**src/rtl/keypad_scanner_if.sv**
```systemverilog
// Keypad matrix bus: column strobes out, row returns in, debounced key events to the lock FSM.
// master = scanner side, slave = keypad/lock side.
interface keypad_scanner_if;
  logic [3:0] row;
  logic [3:0] col;
  logic [3:0] key_code;
  logic       key_valid;
  logic       key_held;

  modport master (
    input  row,
    output col,
    output key_code,
    output key_valid,
    output key_held
  );

  modport slave (
    output row,
    input  col,
    input  key_code,
    input  key_valid,
    input  key_held
  );
endinterface

```
**src/rtl/keypad_scanner.sv**
```systemverilog
// 4x4 keypad scanner: rotates one-hot column strobes, debounces a single pressed key,
// and reports it as a one-cycle key_valid pulse plus a key_held level until debounced release.
module keypad_scanner #(
  parameter int unsigned clk_freq    = 125_000_000,
  parameter int unsigned stable_time = 1000,
  parameter int unsigned col_dwell   = 16
) (
  input  logic             clk,
  input  logic             rst,
  keypad_scanner_if.master kp
);

  localparam int unsigned STABLE_CYCLES = (clk_freq / 1_000_000) * stable_time;
  localparam int unsigned DW = (col_dwell > 1) ? $clog2(col_dwell) : 1;
  localparam int unsigned SW = (STABLE_CYCLES > 1) ? $clog2(STABLE_CYCLES) : 1;

  localparam logic [DW-1:0] DWELL_LAST  = DW'(col_dwell - 1);
  localparam logic [DW-1:0] DWELL_ONE   = DW'(1);
  localparam logic [SW-1:0] STABLE_LAST = SW'(STABLE_CYCLES - 1);
  localparam logic [SW-1:0] STABLE_ONE  = SW'(1);

  typedef enum logic [1:0] {
    SCAN,
    DEBOUNCE,
    HELD
  } state_e;

  state_e        state_q, state_d;
  logic [3:0]    row_meta_q;
  logic [3:0]    row_s_q;
  logic [3:0]    col_q, col_d;
  logic [DW-1:0] dwell_q, dwell_d;
  logic [SW-1:0] deb_q, deb_d;
  logic [3:0]    cap_row_q, cap_row_d;
  logic [1:0]    cap_col_q, cap_col_d;
  logic [3:0]    key_code_q, key_code_d;
  logic          key_valid_q, key_valid_d;
  logic          key_held_q, key_held_d;

  logic [3:0]    col_rot;
  logic          row_onehot;

  function automatic logic [1:0] onehot_idx(input logic [3:0] v);
    logic [1:0] idx;
    idx = 2'd0;
    unique case (v)
      4'b0010: idx = 2'd1;
      4'b0100: idx = 2'd2;
      4'b1000: idx = 2'd3;
      default: idx = 2'd0;
    endcase
    return idx;
  endfunction

  // row is asynchronous to clk; every decision below looks only at row_s_q.
  always_ff @(posedge clk) begin
    if (rst) begin
      row_meta_q <= '0;
      row_s_q    <= '0;
    end else begin
      row_meta_q <= kp.row;
      row_s_q    <= row_meta_q;
    end
  end

  assign col_rot    = {col_q[2:0], col_q[3]};
  // Exactly one row bit: zero rows means no key, several mean ghosting.
  assign row_onehot = (row_s_q != '0) && ((row_s_q & (row_s_q - 4'd1)) == '0);

  always_comb begin
    state_d     = state_q;
    col_d       = col_q;
    dwell_d     = dwell_q;
    deb_d       = deb_q;
    cap_row_d   = cap_row_q;
    cap_col_d   = cap_col_q;
    key_code_d  = key_code_q;
    key_valid_d = 1'b0;
    key_held_d  = key_held_q;

    unique case (state_q)
      SCAN: begin
        if (dwell_q == DWELL_LAST) begin
          dwell_d = '0;
          if (row_onehot) begin
            cap_row_d = row_s_q;
            cap_col_d = onehot_idx(col_q);
            deb_d     = '0;
            state_d   = DEBOUNCE;
          end else begin
            col_d = col_rot;
          end
        end else begin
          dwell_d = dwell_q + DWELL_ONE;
        end
      end

      DEBOUNCE: begin
        if (row_s_q == cap_row_q) begin
          if (deb_q == STABLE_LAST) begin
            key_valid_d = 1'b1;
            key_code_d  = {onehot_idx(cap_row_q), cap_col_q};
            key_held_d  = 1'b1;
            deb_d       = '0;
            state_d     = HELD;
          end else begin
            deb_d = deb_q + STABLE_ONE;
          end
        end else begin
          col_d   = col_rot;
          dwell_d = '0;
          state_d = SCAN;
        end
      end

      HELD: begin
        // Counts only consecutive all-clear cycles; any row activity restarts the release window.
        if (row_s_q == '0) begin
          if (deb_q == STABLE_LAST) begin
            key_held_d = 1'b0;
            col_d      = col_rot;
            dwell_d    = '0;
            deb_d      = '0;
            state_d    = SCAN;
          end else begin
            deb_d = deb_q + STABLE_ONE;
          end
        end else begin
          deb_d = '0;
        end
      end

      default: begin
        state_d = SCAN;
        col_d   = 4'b0001;
        dwell_d = '0;
        deb_d   = '0;
      end
    endcase
  end

  always_ff @(posedge clk) begin
    if (rst) begin
      state_q     <= SCAN;
      col_q       <= 4'b0001;
      dwell_q     <= '0;
      deb_q       <= '0;
      cap_row_q   <= '0;
      cap_col_q   <= '0;
      key_code_q  <= '0;
      key_valid_q <= 1'b0;
      key_held_q  <= 1'b0;
    end else begin
      state_q     <= state_d;
      col_q       <= col_d;
      dwell_q     <= dwell_d;
      deb_q       <= deb_d;
      cap_row_q   <= cap_row_d;
      cap_col_q   <= cap_col_d;
      key_code_q  <= key_code_d;
      key_valid_q <= key_valid_d;
      key_held_q  <= key_held_d;
    end
  end

  assign kp.col       = col_q;
  assign kp.key_code  = key_code_q;
  assign kp.key_valid = key_valid_q;
  assign kp.key_held  = key_held_q;

endmodule

```
**src/flat_wrapper.sv**
```systemverilog
// flat-port wrapper written by rule: the top's interface ports become plain ports
module keypad_scanner_flat 
#(
  parameter int unsigned clk_freq    = 125_000_000,
  parameter int unsigned stable_time = 1000,
  parameter int unsigned col_dwell   = 16
)
  (clk, rst, kp_row, kp_col, kp_key_code, kp_key_valid, kp_key_held);
  keypad_scanner_if kp_i ();
  input  logic clk;
  input  logic rst;
  input wire logic [$bits(kp_i.row)-1:0] kp_row;
  output wire logic [$bits(kp_i.col)-1:0] kp_col;
  output wire logic [$bits(kp_i.key_code)-1:0] kp_key_code;
  output wire logic [$bits(kp_i.key_valid)-1:0] kp_key_valid;
  output wire logic [$bits(kp_i.key_held)-1:0] kp_key_held;
  assign kp_i.row = kp_row;
  assign kp_col = kp_i.col;
  assign kp_key_code = kp_i.key_code;
  assign kp_key_valid = kp_i.key_valid;
  assign kp_key_held = kp_i.key_held;
  keypad_scanner #(.clk_freq(clk_freq), .stable_time(stable_time), .col_dwell(col_dwell)) u_core (.clk(clk), .rst(rst), .kp(kp_i));
endmodule
```
**config.mk**
```make
export PLATFORM = sky130hd
export DESIGN_NAME = keypad_scanner_flat
export DESIGN_NICKNAME = d
export VERILOG_FILES = /design/src/rtl/keypad_scanner_if.sv /design/src/rtl/keypad_scanner.sv /design/src/flat_wrapper.sv
export SDC_FILE = /design/constraint.sdc
export NUM_CORES = 1
export LEC_CHECK = 0
export BUFFER_PORTS_ARGS = -buffer_cell sky130_fd_sc_hd__buf_2
export CORE_ASPECT_RATIO = 0.9
export CORE_MARGIN = 2
export CORE_UTILIZATION = 38
export CTS_BUF_LIST = sky130_fd_sc_hd__clkbuf_4
export DETAILED_ROUTE_END_ITERATION = 8
export GPL_TIMING_DRIVEN = 0
export HOLD_SLACK_MARGIN = 0.05
export PLACE_DENSITY = 0.54
export RECOVER_POWER = 50
export SLEW_MARGIN = 20
export SYNTH_ARGS = -nofsm -noshare
export SYNTH_HDL_FRONTEND = slang
export SYNTH_SLANG_ARGS = --single-unit
```
**constraint.sdc**
```tcl
create_clock -name clk -period 2.1 [get_ports clk]
set_input_delay 0.42 -clock clk [delete_from_list [all_inputs] [get_ports clk]]
set_output_delay 0.42 -clock clk [all_outputs]
set_load 0.005 [all_outputs]
```
==> results of run 1 <==
[final cells by class]
type	count	area, µm²
inverter	10	37.5
clock buffer	5	37.5
timing repair buffer	24	140
buffer	8	40.0
multi-input combinational	203	1420
fill	599	3230
sequential	47	968
clock inverter	3	47.5
tap	72	90.1
[flip-flops by register name (all words and copies together), names as in the netlist]
name and count:
u_core.kp.col 4, u_core.state_q 2, u_core.deb_q 17, u_core.kp.key_code 4, u_core.cap_col_q 2, u_core.dwell_q 4, u_core.kp.key_held 1, u_core.cap_row_q 4
u_core.kp.key_valid 1, u_core.row_meta_q 4, u_core.row_s_q 4
[worst register-to-register path, cell delays in order, from the launching register on]
cell and delay, ns:
dfxtp_2 0.37, inv_1 0.09, ha_4 0.21, nand2_1 0.09, a2bb2oi_2 0.19, o21ai_2 0.10, a2111o_1 0.42, buf_6 0.18
nor4_2 0.25, a21o_1 0.10
[report_power, final]
part	switching (µW)	internal (µW)	total, µW
logic	43.1	35.2	78.3
registers	13.0	901	914
clock network	316	257	573
[logic make-up (layout without fill, tap and decap cells)]
family / Yosys count / after routing / synth area share, %
AOI/OAI and AO/OA: 61 / 61 / 16.2
xor gates and xnor gates: 9 / 9 / 3.38
adders and majority gates: 6 / 6 / 3.22
buffers and inverters: 19 / 50 / 3.38
DFF: 47 / 47 / 40.3
muxes: 10 / 10 / 4.29
and+or+nand+nor: 117 / 117 / 29.2
[synth_stat cells, types with 5 or more instances]
master    number  share of area, %
a21oi_1       26               5.6
ha_1           6               3.2
mux2i_1       10               4.3
clkbuf_1       8               1.3
nand2b_1       7               1.9
inv_1         10               1.6
nor2b_1       10               2.7
nor3_1        13               2.8
or3_1          6               1.6
a21o_1         7               2.3
nor2_1        24               3.9
o21ai_0        9               1.9
nand3_1        9               1.9
xor2_1         5               1.9
dfxtp_1       47                40
nand2_1       17               2.7
[routing by layer]
layer  part of all wire (%)  vias up  wire length (µm)
met5                      0        -                 0
met4                   0.89        0                47
met3                    2.3        5               123
met2                     43       18              2270
met1                     54      904              2820
li1                       -     1028                 -
[path summary, 6_finish.rpt]
path	to	slack (ns)	cells past startpoint
setup / recovery	u_core.deb_q[15]	0.06	9
hold / removal	u_core.row_meta_q[1]	0.25	2
setup reg to reg	u_core.deb_q[15]	0.06	9
hold reg to reg	u_core.row_s_q[0]	0.45	1
[metrics by stage]
| step | TNS (ns) | instances | setup WS [ns] | instance area, µm² |
|---|---|---|---|---|
| 6_report | 0 | 372 | 0.0628 | 2780 |
| 5_1_grt | -0.0585 | 372 | -0.0389 | 2780 |
| 4_1_cts | 0 | 368 | 0.0106 | 2660 |
| 3_5_place_dp | -3.33 | 356 | -0.246 | 2500 |
| 3_3_place_gp | -3.75 | 356 | -0.266 | 2500 |
| 2_1_floorplan | 0 | 269 | 0.0393 | 2330 |
[timing repair]
item                       CTS  global route
gates resized for setup     15            29
hold buffers                 0             0
buffers inserted             5             4
setup endpoints to repair   25            25
pin swaps                    4             8
==> impl_results.md, run 1 <==
* PD cells at 563 nW/µm²
* Vias/cell at 5.26
* Crit. End Element: flop
* Routability cong. at 0.794
* Port bufs at 15
* Layer with the highest usage: met1
* Total GRT Usage at 16.1%
* CTS tree: yes
* Number of global-route vias before repair at 1766
* Nets at 311
* Worst-margin pin slew at 0.687 ns
* EDFF count, synth at 0
* Cell row count at 27
* Mapped Area at 2330 µm²
* Diode count at 0
* Worst-path clk slew at 0.15 ns
* Crit path DAT at 2.36 ns
* # DRC at 0
* Worst hold slack at 0.248 ns
* Die H at 78.3 µm
* Top FF cell, synth: dfxtp_1
* Hold wc startpoint: kp_row[1]
* Synth Net Count at 281
* Reg-to-reg startpoint: u_core.state_q[1]
* Setup Crit Path Kind: flop to flop
* Largest net degree at the start of global routing at 17
* Buf/Inv on CP at 2
* Sequential share of the synthesized area at 40.3%
* Pwr Total at 1570 µW
* LEAKAGE at 0.00103 µW
* Gr ovfl total at 0
* Clock Tree Buf Depth at 2
* Commonest non-fill, non-tap cell in the layout: dfxtp_1
* Synthesized flop and latch total at 47
* DRT iter0 DRCs at 95
* Commonest non-fill, non-tap cells in the layout: 31 x dfxtp_1, 25 x a21oi_1, 23 x nor2_1
* Number of buffers created by CTS at 5
* Slowest stage delay, CP at 0.42 ns
* Core Area at 6010 µm²
* Met3 usage at 3.26%
* Wire per inst at 14.1 µm
* H-Tree Depth at 2
* Max-slew violation count at 0
* Share of cells above drive strength 1 at 24.3%
* Detail Placement HPWL at 3620 µm
* Antenna violations before repair at 0
* VDD IR max at 366 µV
* Warning count from the yosys run at 0
* Vias at 1955
* Slowest cell on the critical path: a2111o_1
* Met2 usage at 23.4%
* Min Tclk post-route at 2.04 ns
* Clock latency on the worst-skew pair at 0.37 ns
* Root buffer cell: clkbuf_4
* Asr flop ratio synth at 0%
* GR Util met1 at 24.2%
* Syn avg cell area at 8.67 µm²
* Starting density of the core at 38.8%
* Routed Antenna Nets at 0
* Clock skew at 0.00800 ns
* Fmax achieved at 0.491 GHz
* First-pass GRT wire length at 8750 µm
* Finished Core Util at 46.3%
* Clock sink count at 47
* Unrepaired setup endpoints after global routing: true
* Worst EP required at 2.42 ns
* Setup crit start kind: flop
* Critical path fanouts, max at 10
* Die W at 86.6 µm
* Period utilization at 97.0%
* Status: finished, final reports clean
* Drt first pass iters at 4
* Final hold violation count at 0
* Final setup vio count at 0
* Die area at 6780 µm²
* Area Overhead vs Synth at 19.3%
* Wirelength, routed at 5260 µm
* Family with the most delay on the worst path: compound AO/OA/AOI/OAI gates
* Synth Instances at 269
* Critical Path Source: u_core.state_q[1]
* Worst hold path type: primary input to flop
* Unique masters post-synth at 50
* Maxcap violations at 0
* Crit-path cells: inv_1 -> ha_4 -> nand2_1 -> a2bb2oi_2 -> o21ai_2 -> a2111o_1 -> buf_6 -> nor4_2 -> a21o_1
* Relative slew slack at 53.9%
* IO Pins at 16
Power figures use the tool's default switching activity.
==> run 2, diff against run 1 <==
- CORE_UTILIZATION: 38 -> 40
- PLACE_DENSITY: 0.54 -> 0.57
==> impl_results.md, run 2 (same netlist as run 1, synthesis figures left out) <==
* Critical path fanouts, max at 6 (was 10)
* Die W at 84.5 µm (was 86.6 µm)
* Number of global-route vias before repair at 1842 (was 1766)
* Wirelength, routed at 5270 µm (was 5260 µm)
* Status: finished, final reports clean (unchanged)
* Total GRT Usage at 16.3% (was 16.1%)
* Placed Area at 2490 µm² (was 2500 µm²)
* Worst-path clk slew at 0.13 ns (was 0.15 ns)
* Commonest non-fill, non-tap cells in the layout: 31 x dfxtp_1, 25 x a21oi_1, 22 x nor2_1 (was 31 x dfxtp_1, 25 x a21oi_1, 23 x nor2_1)
* Starting density of the core at 41.2% (was 38.8%)
* Area Overhead vs Synth at 22.0% (was 19.3%)
* Unrepaired setup endpoints after global routing: true (unchanged)
* Post-route cell area at 2850 µm² (was 2780 µm²)
* LEAKAGE at 0.00105 µW (was 0.00103 µW)
* Detail Placement HPWL at 3560 µm (was 3620 µm)
* Vias at 1990 (was 1955)
* Final setup margin at 0.0637 ns (was 0.0628 ns)
* Number of buffers created by CTS at 5 (unchanged)
* Drt first pass iters at 4 (unchanged)
* Die H at 76.4 µm (was 78.3 µm)
* Worst EP required at 2.39 ns (was 2.42 ns)
* Routed Antenna Nets at 0 (unchanged)
* Gr ovfl total at 0 (unchanged)
* Setup Crit Path Kind: flop to flop (unchanged)
* Max FFs per register at 17 (unchanged)
* Slowest stage delay, CP at 0.46 ns (was 0.42 ns)
* Worst hold path type: primary input to flop (unchanged)
* Wire per inst at 14.0 µm (was 14.1 µm)
* Dpl ws at -0.277 ns (was -0.246 ns)
* Maxcap violations at 0 (unchanged)
* Buf/Inv on CP at 0 (was 2)
* Fmax achieved at 0.491 GHz (about the same)
* Largest net degree at the start of global routing at 15 (was 17)
* Worst-margin pin slew at 0.701 ns (was 0.687 ns)
* Period utilization at 97.0% (about the same)
* Final setup vio count at 0 (unchanged)
* Setup crit start kind: flop (unchanged)
* Max-slew violation count at 0 (unchanged)
* Antenna violations before repair at 0 (unchanged)
* Die area at 6460 µm² (was 6780 µm²)
* Root buffer cell: clkbuf_4 (unchanged)
* Min Tclk post-route at 2.04 ns (about the same)
* Vias/cell at 5.31 (was 5.26)
* Final hold violation count at 0 (unchanged)
* VDD IR max at 458 µV (was 366 µV)
* # DRC at 0 (unchanged)
* FF+latch area at 973 µm² (was 968 µm²)
* Relative slew slack at 53.0% (was 53.9%)
* Clock Tree Buf Depth at 2 (unchanged)
* Slowest cell on the critical path: a2111o_1 (unchanged)
* Multi-input logic area at 1470 µm² (was 1420 µm²)
* Crit. End Element: flop (unchanged)
* IO Pins at 16 (unchanged)
* Core Area at 5660 µm² (was 6010 µm²)
* Hold_buf cts at 0 (unchanged)
* CTS tree: yes (unchanged)
* Crit path DAT at 2.33 ns (was 2.36 ns)
* Fillers at 570 (was 599)
* Crit-path cells: xor2_2 -> nor4_4 -> nand2_2 -> a2111o_1 -> or4_1 -> o21ai_1 (was inv_1 -> ha_4 -> nand2_1 -> a2bb2oi_2 -> o21ai_2 -> a2111o_1 -> buf_6 -> nor4_2 -> a21o_1)
* Cell row count at 26 (was 27)
* H-Tree Depth at 2 (unchanged)
* Share of cells above drive strength 1 at 27.9% (was 24.3%)
* Port bufs at 15 (unchanged)
* DRT iter0 DRCs at 134 (was 95)
* Clock latency on the worst-skew pair at 0.35 ns (was 0.37 ns)
* First-pass GRT wire length at 8690 µm (was 8750 µm)
* PD cells at 502 nW/µm² (was 563 nW/µm²)
* Clock skew at 0.0107 ns (was 0.00800 ns)
* Diode count at 0 (unchanged)
* Biggest register: u_core.deb_q (unchanged)
* Family with the most delay on the worst path: simple AND/OR/NAND/NOR gates (was compound AO/OA/AOI/OAI gates)
* Clock sink count at 47 (unchanged)
* Routability cong. at 0.828 (was 0.794)
* Nets at 316 (was 311)
* Commonest non-fill, non-tap cell in the layout: dfxtp_1 (unchanged)
* Finished Core Util at 50.3% (was 46.3%)
[run 2: repair_timing]
action,in CTS,in global routing
pin swaps,4,12
setup endpoints to repair,27,26
gates cloned,0,1
buffers inserted,6,7
resized for setup,16,40
[run 2: final cells by class]
class	instances	area share, %
clock buffers	6	1.58
clock inverters	2	0.440
well taps	70	3.08
plain buffers	8	1.49
flip-flops and latches	47	34.2
inverters	10	1.32
repair buffers	29	6.20
multi-input cells	203	51.7
[run 2: routing by layer]
metal	vias to the layer above	global-route usage, %	share of wire, %
li1	1037	-	-
met1	928	24.5	54
met2	21	23.6	42
met3	4	3.36	2.3
met4	0	4.13	0.76
met5	-	0	0
[run 2: stage by stage]
| stage | power [µW] | setup TNS [ns] | hold slack (ns) | cells |
|---|---|---|---|---|
| 5_1_grt | 1500 | -0.0255 | 0.242 | 375 |
| 3_5_place_dp | 1000 | -3.81 | 0.426 | 354 |
| 6_report | 1430 | 0 | 0.264 | 375 |
| 3_3_place_gp | 1000 | -3.70 | 0.419 | 354 |
| 4_1_cts | 1440 | 0 | 0.254 | 367 |
| 2_1_floorplan | 981 | 0 | 0.414 | 269 |
[run 2: final timing paths]
check | end | start | slack [ns] | cells after the start
setup / recovery | u_core.deb_q[7] | u_core.row_s_q[1] | 0.06 | 6
hold / removal | u_core.row_meta_q[1] | kp_row[1] | 0.26 | 2
setup reg to reg | u_core.deb_q[7] | u_core.row_s_q[1] | 0.06 | 6
hold reg to reg | u_core.row_s_q[1] | u_core.row_meta_q[1] | 0.45 | 1
[run 2: report_power, final]
part	internal [µW]	total (µW)	switching (µW)	leakage [µW]
combinational	38.1	81.8	43.7	0.000630
clock	143	432	290	0.0000317
sequential	899	914	14.6	0.000390
total	1080	1430	348	0.00105
[run 2: worst reg2reg max path, delay by kind of cell (launching register included)]
family | cells | cell delay, ns
DFF | 1 | 0.40
AOI/OAI and AO/OA | 2 | 0.54
and+or+nand+nor | 3 | 0.88
xor gates and xnor gates | 1 | 0.16
